<file path="src/rtl/mon_mux_pkg.sv">
// Shared constants, scan state encoding and select helper for the monitoring MUX sequencer.
// Latency: n/a (declarations only).
// Backpressure: n/a.
package mon_mux_pkg;

  localparam int N_CH = 40;  // analog MUX inputs
  localparam int CH_W = 6;   // channel index width

  typedef enum logic [1:0] {
    IDLE    = 2'd0,
    SETTLE  = 2'd1,
    CONVERT = 2'd2
  } mon_scan_state_t;

  // One-hot select for a channel index; an out-of-range index yields all zero.
  function automatic logic [N_CH-1:0] onehot(input logic [CH_W-1:0] idx);
    return {{(N_CH-1){1'b0}}, 1'b1} << idx;
  endfunction

endpackage

</file>
<file path="src/rtl/mon_next_ch.sv">
// Priority finder: lowest enabled channel index at or above a search base.
// Latency: purely combinational.
// Backpressure: none.
// Ports: mask (enabled channels), base (search start) -> found, idx (0 when not found).
module mon_next_ch
  import mon_mux_pkg::*;
(
  input  logic [N_CH-1:0] mask,
  input  logic [CH_W-1:0] base,
  output logic            found,
  output logic [CH_W-1:0] idx
);

  // Scanning downwards lets the lowest qualifying index overwrite any higher one.
  always_comb begin
    found = 1'b0;
    idx   = '0;
    for (int i = N_CH - 1; i >= 0; i--) begin
      if (mask[i] && (CH_W'(i) >= base)) begin
        found = 1'b1;
        idx   = CH_W'(i);
      end
    end
  end

endmodule

</file>
<file path="src/rtl/mon_mux_scan_ctrl.sv">
// Sequencer for the 40:1 monitoring MUX: per enabled channel settle, convert once, report result.
// Latency: select 1 cycle after start, adc_start settle_cycles+1 cycles later, result 1 cycle after adc_done.
// Backpressure: none; results are single-cycle strobes, a silent ADC is bounded by the TIMEOUT guard.
// Ports: clk/rst (sync, active high); start/stop/continuous/ch_mask/settle_cycles scan control;
//        select one-hot MUX drive; adc_start/adc_done/adc_data ADC handshake;
//        res_valid/res_ch/res_data/res_err result strobe; busy and scan_done status.
module mon_mux_scan_ctrl
  import mon_mux_pkg::*;
#(
  parameter int ADC_W    = 12,
  parameter int SETTLE_W = 8,
  parameter int TIMEOUT  = 1023
) (
  input  logic                clk,
  input  logic                rst,
  input  logic                start,
  input  logic                stop,
  input  logic                continuous,
  input  logic [N_CH-1:0]     ch_mask,
  input  logic [SETTLE_W-1:0] settle_cycles,
  output logic [N_CH-1:0]     select,
  output logic                adc_start,
  input  logic                adc_done,
  input  logic [ADC_W-1:0]    adc_data,
  output logic                res_valid,
  output logic [CH_W-1:0]     res_ch,
  output logic [ADC_W-1:0]    res_data,
  output logic                res_err,
  output logic                busy,
  output logic                scan_done
);

  localparam int TO_W = $clog2(TIMEOUT + 1);

  mon_scan_state_t     state;
  logic [N_CH-1:0]     mask_q;
  logic                cont_q;
  logic [SETTLE_W-1:0] settle_q;
  logic [SETTLE_W-1:0] cnt;
  logic [TO_W-1:0]     tcnt;
  logic [CH_W-1:0]     cur;

  logic                first_found;
  logic [CH_W-1:0]     first_idx;
  logic                next_found;
  logic [CH_W-1:0]     next_idx;
  logic [N_CH-1:0]     first_mask;
  logic                done_ok;
  logic                conv_end;

  // In IDLE the first channel comes from the live mask so select can be set on the start edge;
  // afterwards the latched mask is used for wrap-around.
  assign first_mask = (state == IDLE) ? ch_mask : mask_q;

  mon_next_ch u_first (
    .mask  (first_mask),
    .base  ('0),
    .found (first_found),
    .idx   (first_idx)
  );

  mon_next_ch u_next (
    .mask  (mask_q),
    .base  (CH_W'(cur + 1'b1)),
    .found (next_found),
    .idx   (next_idx)
  );

  // adc_start is high in the first CONVERT cycle, so a done in that cycle is stale and dropped.
  assign done_ok  = (state == CONVERT) && adc_done && !adc_start;
  assign conv_end = done_ok || ((state == CONVERT) && (tcnt == TO_W'(TIMEOUT - 1)));
  assign busy     = (state != IDLE);

  always_ff @(posedge clk) begin
    if (rst) begin
      state     <= IDLE;
      mask_q    <= '0;
      cont_q    <= 1'b0;
      settle_q  <= '0;
      cnt       <= '0;
      tcnt      <= '0;
      cur       <= '0;
      select    <= '0;
      adc_start <= 1'b0;
      res_valid <= 1'b0;
      res_ch    <= '0;
      res_data  <= '0;
      res_err   <= 1'b0;
      scan_done <= 1'b0;
    end else begin
      adc_start <= 1'b0;
      res_valid <= 1'b0;
      scan_done <= 1'b0;
      case (state)
        IDLE: begin
          if (start) begin
            mask_q   <= ch_mask;
            cont_q   <= continuous;
            settle_q <= settle_cycles;
            if (first_found) begin
              state  <= SETTLE;
              cur    <= first_idx;
              select <= onehot(first_idx);
              cnt    <= settle_cycles;
            end else begin
              scan_done <= 1'b1;
            end
          end
        end
        SETTLE: begin
          if (cnt == '0) begin
            state     <= CONVERT;
            adc_start <= 1'b1;
            tcnt      <= '0;
          end else begin
            cnt <= cnt - 1'b1;
          end
        end
        CONVERT: begin
          if (conv_end) begin
            res_valid <= 1'b1;
            res_ch    <= cur;
            res_data  <= done_ok ? adc_data : '0;
            res_err   <= !done_ok;
            if (next_found) begin
              state  <= SETTLE;
              cur    <= next_idx;
              select <= onehot(next_idx);
              cnt    <= settle_q;
            end else begin
              scan_done <= 1'b1;
              if (cont_q && !stop) begin
                // Wrap goes straight to the next one-hot value, never through zero.
                state  <= SETTLE;
                cur    <= first_idx;
                select <= onehot(first_idx);
                cnt    <= settle_q;
              end else begin
                state  <= IDLE;
                select <= '0;
              end
            end
          end else begin
            tcnt <= tcnt + 1'b1;
          end
        end
        default: state <= IDLE;
      endcase
    end
  end

endmodule

</file>
<file path="config.mk">
export PLATFORM = sky130hd
export DESIGN_NAME = mon_mux_scan_ctrl
export DESIGN_NICKNAME = d
export VERILOG_FILES = /design/src/rtl/mon_mux_pkg.sv /design/src/rtl/mon_next_ch.sv /design/src/rtl/mon_mux_scan_ctrl.sv
export SDC_FILE = /design/constraint.sdc
export NUM_CORES = 1
export LEC_CHECK = 0
export CAP_MARGIN = 20
export CORE_ASPECT_RATIO = 0.5
export CORE_MARGIN = 1.5
export CORE_UTILIZATION = 29
export CTS_CLUSTER_DIAMETER = 100
export DETAILED_ROUTE_END_ITERATION = 10
export SLEW_MARGIN = 20
export SYNTH_ARGS = -nofsm -noshare
export SYNTH_HDL_FRONTEND = slang
export SYNTH_SLANG_ARGS = --single-unit
</file>
<file path="constraint.sdc">
create_clock -name clk -period 3.75 [get_ports clk]
set_input_delay 0.75 -clock clk [delete_from_list [all_inputs] [get_ports clk]]
set_output_delay 0.75 -clock clk [all_outputs]
set_load 0.01 [all_outputs]
</file>
# Yosys cells after proc, flatten, opt, wreduce, memory -nomap -nowiden
# Index checks and enable logic that the tools add are counted.
dict set report word_totals {
  register_bits 137
  latchBits 0
  ramBits 0
  rom_bits 0
  in_bits 66
  out_inout_bits 63
  elab_cells 332
  n_memories 0
}
dict set report op_classes {
  n_addsub 3
  mul 0
  div 0
  n_lt_le_gt_ge 40
  eq_ne 10
  n_shift 2
  mux 198
  bitwise 2
  reduce_logical 63
}
# op count
set ops {}
lappend ops {{$mux W6} 85}
lappend ops {{$mux W40} 6}
lappend ops {{$ge A5 B6 Y1 const A} 16}
lappend ops {{$mux W1} 88}
lappend ops {{$pmux W40 S2} 1}
lappend ops {{$shl A1 B6 Y40 const A} 2}
lappend ops {{$ge A4 B6 Y1 const A} 8}
lappend ops {{$ge A6 B6 Y1 const A} 8}
lappend ops {{$mux W8} 6}
lappend ops {{$logic_and A1 B1 Y1} 44}
lappend ops {{$ge A3 B6 Y1 const A} 4}
lappend ops {{$pmux W8 S3} 1}
lappend ops {{$mux W10} 2}
lappend ops {{$pmux W10 S2} 1}
lappend ops {{$ge A1 B6 Y1 const A} 2}
lappend ops {{$ge A2 B6 Y1 const A} 2}
lappend ops {{$mux W12} 1}
lappend ops {{$ne A2 B2 Y1 const B} 6}
lappend ops {{$pmux W6 S2} 1}
lappend ops {{$add A10 B1 Y10 const B} 1}
lappend ops {{$eq A10 B10 Y1 const B} 1}
lappend ops {{$logic_not A8 Y1} 1}
lappend ops {{$mux W2} 4}
lappend ops {{$reduce_and A4 Y1} 2}
lappend ops {{other kinds (18)} 25}

# Longest topological paths before layout
dict set report logic_depth {
  word_depth 47
  mapped_depth 17
  ltp_nobuf 12
}

# Cells and area by module
# A second synthesis with hierarchy kept.
dict set report unflattened {
  cells_unflattened 1289
  hier_area_um2 9511.6
}
# mod n_inst cells_each area_each_um2 seq_area_each_um2
set by_module_without_submodules {}
lappend by_module_without_submodules {mon_mux_scan_ctrl 1 840 6686.4 2742.6}
lappend by_module_without_submodules {{mon_next_ch (u_first)} 1 223 1420.1 0.0}
lappend by_module_without_submodules {{mon_next_ch (u_next)} 1 226 1405.1 0.0}

# Worst setup path before layout
# Ideal clock, no wire load.
dict set report synth_timing {
  kind {register -> register}
  from {reg cur[1]}
  to {reg cnt[6]}
  setup_ns 0.132
  arrival_ns 3.403
  required_time_ns 3.618
  slack_ns 0.215
  stages_incl_launch_ff 17
  n_path_buf 4
  synth_period_minus_slack_ns 3.535
  path_cell_list {dfxtp_1 > buf_2 > inv_1 > ha_1 > nand2b_1 > clkbuf_1 > a21oi_1 > a21bo_2 > o31a_1 > nor4_1 > nor2b_1 > buf_4 > nand3_1 > o2111ai_2 > buf_2 > a211o_1 > a21oi_1}
}
dict set report synth_between {
  elab_chain_len 46
  word_cells_on_any_way 126
  classes_between {1 x add/sub; 40 x order compare; 1 x eq/ne; 43 x mux; 41 x reduce/logical}
}
# element line_no
set synth_rtl {}
lappend synth_rtl {{from (decl)} mon_mux_scan_ctrl.sv:41} ;# logic [CH_W-1:0] cur;
lappend synth_rtl {{from (signal assigned)} mon_mux_scan_ctrl.sv:102} ;# cur <= first_idx;
lappend synth_rtl {{from (signal assigned)} mon_mux_scan_ctrl.sv:127} ;# cur <= next_idx;
lappend synth_rtl {{from (signal assigned)} mon_mux_scan_ctrl.sv:135} ;# cur <= first_idx;
lappend synth_rtl {{$add A6 B1 Y6 (*)} mon_mux_scan_ctrl.sv:64} ;# .base (CH_W'(cur + 1'b1)),
lappend synth_rtl {{$ge A6 B6 Y1} mon_next_ch.sv:19} ;# if (mask[i] && (CH_W'(i) >= base)) begin
lappend synth_rtl {{$logic_and A1 B1 Y1} mon_next_ch.sv:19}
lappend synth_rtl {{$mux W1 (39 in series)} mon_next_ch.sv:19}
lappend synth_rtl {{$mux W1 (*)} mon_next_ch.sv:19}
lappend synth_rtl {{$mux W8} mon_mux_scan_ctrl.sv:125} ;# if (next_found) begin
lappend synth_rtl {{$mux W8} mon_mux_scan_ctrl.sv:120} ;# if (conv_end) begin
lappend synth_rtl {{$pmux W8 S3} mon_mux_scan_ctrl.sv:94} ;# case (state)
lappend synth_rtl {{to (signal assigned)} mon_mux_scan_ctrl.sv:104} ;# cnt <= settle_cycles;
lappend synth_rtl {{to (signal assigned)} mon_mux_scan_ctrl.sv:116} ;# cnt <= cnt - 1'b1;
lappend synth_rtl {{to (signal assigned)} mon_mux_scan_ctrl.sv:129} ;# cnt <= settle_q;
lappend synth_rtl {{to (decl)} mon_mux_scan_ctrl.sv:39} ;# logic [SETTLE_W-1:0] cnt;
# Mark *: on every way between the ends. The rest lies on a longest branch, timed or not. The select of a mux whose other input is x is not followed.
# A chain may end at the register's enable or synchronous reset.

# Worst setup path in the final report
dict set report layout_timing {
  from {reg cur[1]}
  to {reg select[24]}
}
dict set report layout_between {
  elab_chain_len 47
  word_cells_on_any_way 165
  classes_between {1 x add/sub; 40 x order compare; 1 x shift; 83 x mux; 40 x reduce/logical}
}
# element line_no
set layout_rtl {}
lappend layout_rtl {{$add A6 B1 Y6 (*)} mon_mux_scan_ctrl.sv:64}
lappend layout_rtl {{$ge A6 B6 Y1} mon_next_ch.sv:19}
lappend layout_rtl {{$logic_and A1 B1 Y1} mon_next_ch.sv:19}
lappend layout_rtl {{$mux W6 (40 in series)} mon_next_ch.sv:19}
lappend layout_rtl {{$shl A1 B6 Y40} mon_mux_pkg.sv:17} ;# return {{(N_CH-1){1'b0}}, 1'b1} << idx;
lappend layout_rtl {{$mux W40 (*)} mon_mux_scan_ctrl.sv:125}
lappend layout_rtl {{$mux W40 (*)} mon_mux_scan_ctrl.sv:120}
lappend layout_rtl {{$pmux W40 S2 (*)} mon_mux_scan_ctrl.sv:94}
lappend layout_rtl {{to (signal assigned)} mon_mux_scan_ctrl.sv:103} ;# select <= onehot(first_idx);
lappend layout_rtl {{to (signal assigned)} mon_mux_scan_ctrl.sv:128} ;# select <= onehot(next_idx);
lappend layout_rtl {{to (signal assigned)} mon_mux_scan_ctrl.sv:136} ;# select <= onehot(first_idx);
lappend layout_rtl {{to (decl)} mon_mux_scan_ctrl.sv:21} ;# output logic [N_CH-1:0] select,
# Marks and branches as above.

==> results.txt <==
Levels on crit path - 15
Largest net degree at the start of global routing - 72
First-pass GRT wire length - 59600 µm
Final #Nets - 1618
Clock Power Share - 16.0%
Routing usage on met1 - 31.6%
CP top delay family - compound AO/OA/AOI/OAI gates
Met2 usage in global routing - 38.3%
Initial antenna violation count - 0
# DRC - 0
Worst setup path startpoint - cur[1]
Status - finished, final reports clean
Hold Violations, Final - 0
Die W - 254 µm
Final Wtd Congestion - 1.04
# diodes - 0
Dpl ws - -0.215 ns
Top cell by count, worst path - buf_4
1st-pass router iterations - 5
Post-Layout Inst Area - 13400 µm²
Max Cap Violations - 0
CP Capture Type - flip-flop
Yosys cell types - 95
R2R cell count - 15
Top FF cell, synth - dfxtp_1
Root buffer cell - clkbuf_16
Fmax - 272 MHz
Post-synthesis net count - 1316
Type of origin of the critical path - flip-flop
Worst Setup Path Type - reg -> reg
Switching share of power - 46.3%
Wire per inst - 20.0 µm
CTS tree - done
Sum of negative setup slack - 0 ns
CTS buffer count - 17
R2r setup slk - 0.07 ns
Final core utilization - 43.7%
Worst slew pin tran - 0.833 ns
Reg2reg end - select[24]
Comb pwr share - 64.7%
Final Setup Violations - 0
Slowest CP cell - dfxtp_4
Async S/R FF share, synth - 0%
CTS max path bufs - 2
Post-synth EDFFs - 0
Static leakage - 5.09 nW
DP Cell Count - 1927
Clock-pin transition on the worst setup and hold timing paths - 0.07 ns
Clk_skew - 0.0186 ns
Syn Std Cell Area - 9100 µm²
Slew Viols, Final - 0
Starting DRC count in detailed routing - 1113
GRT Max-Usage Layer - met2
Total global routing overflow - 0
Post-route ant nets - 0
Core area - 30600 µm²
Synth Instances - 1239
Period Utilization, post-route - 98.0%
Hpwl dp - 30500 µm
Pint - 5.86 mW
Sequential share of power - 19.2%
DR vias - 11051
Number of synthesized register bits - 137
Cell Pwr Density - 818 nW/µm²
Crit path max fanout - 13
DR vias/cell - 5.59
Register area share after synthesis - 30.1%
Crit path largest cell delay - 0.36 ns
Area after DPL - 12300 µm²
Starting Density - 29.8%
Num ports - 129
R2r startpoint - cur[1]
Detailed Route WL - 39500 µm
Hold crit path type - reg -> reg
Area delta synth->final - 46.7%
Hold buffer count at CTS - 0
Number of synthesis warnings - 0
CP bufs+invs - 5
Max IR drop VDD - 554 µV
CTS Sinks - 137
WHS Path Cells - 2
Crit-path cells - buf_12, buf_4, a21bo_2, buf_4, a21o_1, buf_4, and3_1, nor4_1, a21oi_1, nor3_2, a31oi_4, buf_4, nor3_1, a32oi_1, a211oi_1
Clock Latency Late Sink - 0.45 ns
Die area - 32500 µm²
Share of cells above drive strength 1 - 23.2%
Global Route met3 Usage - 4.81%
Worst setup path end - select[24]
IO Port Bufs - 128
Fin worst setup slack - 0.0737 ns
Vias in the first global route - 10271
Die height - 128 µm
Gr usage total - 23.8%
H-tree Lvls - 4
Avg Cell Area, Syn - 7.35 µm²
Final Non-Filler Cells - 1977
Net Switching - 5.06 mW
Final Critical Period - 3.68 ns
CP arrival - 4.03 ns
Rows - 45
Max_slew headroom - 44.5%
Worst endpoint required time - 4.10 ns
RSZ-0062 raised after global routing - yes
[routing by layer]
| metal | part of all wire, % | up-vias |
|---|---|---|
| li1 | - | 5204 |
| met1 | 45 | 5316 |
| met2 | 45 | 453 |
| met3 | 7.0 | 78 |
| met4 | 2.9 | 0 |
| met5 | 0 | - |
[Yosys cell counts, types with 9 or more instances]
library cell,count,area [µm²]
o31ai_1,14,105
ha_1,11,138
nand4_1,15,93.8
a211o_1,16,140
nand3_1,28,140
nand3b_1,13,97.6
inv_1,37,139
or2_2,9,56.3
o21ai_0,40,200
and3_1,13,81.3
nor3b_1,21,158
a21oi_1,115,576
nand2_1,153,574
or3_1,14,87.6
nor2_1,141,529
a22oi_1,28,210
xor2_1,9,78.8
nand2b_1,22,138
a221oi_1,17,149
dfxtp_1,137,2740
clkbuf_1,57,214
nor2b_1,12,75.1
buf_2,17,85.1
nor3_1,74,370
nor4_1,13,81.3
a211oi_1,21,158
a31oi_1,14,87.6
o22ai_1,16,100
[power groups by stage]
stage / Combinational (mW) / Sequential, mW / Clock (mW)
finish: 7.07 / 2.10 / 1.75
CTS: 6.54 / 2.08 / 1.77
floorplan: 3.47 / 2.06 / 0
global placement: 6.44 / 2.10 / 0
detailed placement: 6.48 / 2.11 / 0
global route: 7.54 / 2.14 / 1.84
[cells by family after synthesis]
group / after synthesis / synth area share (%)
AO/OA/AOI/OAI: 395 / 30.8
XOR/XNOR: 17 / 1.84
flip-flops: 137 / 30.1
adder cells (fa/ha/maj): 11 / 1.51
buffers and inverters: 119 / 5.32
multiplexers: 9 / 1.04
AND/OR/NAND/NOR: 551 / 29.4
[metrics by stage]
stage / power [mW] / hold slack [ns]
floorplan: 5.53 / 0.436
global placement: 8.54 / 0.443
detailed placement: 8.59 / 0.448
CTS: 10.4 / 0.457
global route: 11.5 / 0.478
finish: 10.9 / 0.453
[how the worst min path moves through the flow]
stage,startpoint,to,slack [ns]
after detailed placement,res_ch[3],res_ch[3],0.45
after global routing,settle_q[3],settle_q[3],0.48
after floorplan,settle_q[0],settle_q[0],0.44
final,res_ch[3],res_ch[3],0.45
after CTS,res_ch[3],res_ch[3],0.46
after global placement,select[18],select[18],0.44
[state kept, by name, indices dropped and copies added (netlist names), 2 cells and up]
name and flops:
cnt 8, cur 6, mask_q 40, res_ch 6
res_data 12, select 40, settle_q 8, state 2
tcnt 10
[layout make-up]
class / instances / area [µm²]
sequential: 137 / 2760
multi-input combinational: 983 / 6140
fill: 3057 / 17200
clock buffer: 17 / 425
timing repair buffer: 364 / 3180
clock inverter: 15 / 183
tap: 423 / 529
inverter: 38 / 143
[repair_timing]
item                                    CTS  global route
pin swaps                                 1            10
resized for setup                        11            63
gates cloned                              0             1
setup buffers                             0            17
endpoints found under the setup margin   51            56
[worst min-delay path: stages, from the launching register on]
cell and delay, ns:
dfxtp_1 0.31, nand2_1 0.05, a21oi_1 0.05
[placed cells by master, fill, tap and decap left out, types with 22 or more instances in the layout]
master             n
clkdlybuf4s50_1  127
nand3_1           28
a21oi_1          114
a22oi_1           28
nand2b_1          22
nor3_1            69
nand2_1          152
inv_1             36
buf_4            226
o21ai_0           36
dfxtp_1          133
nor2_1           134
Note: power is estimated with default switching activity, not from simulation.
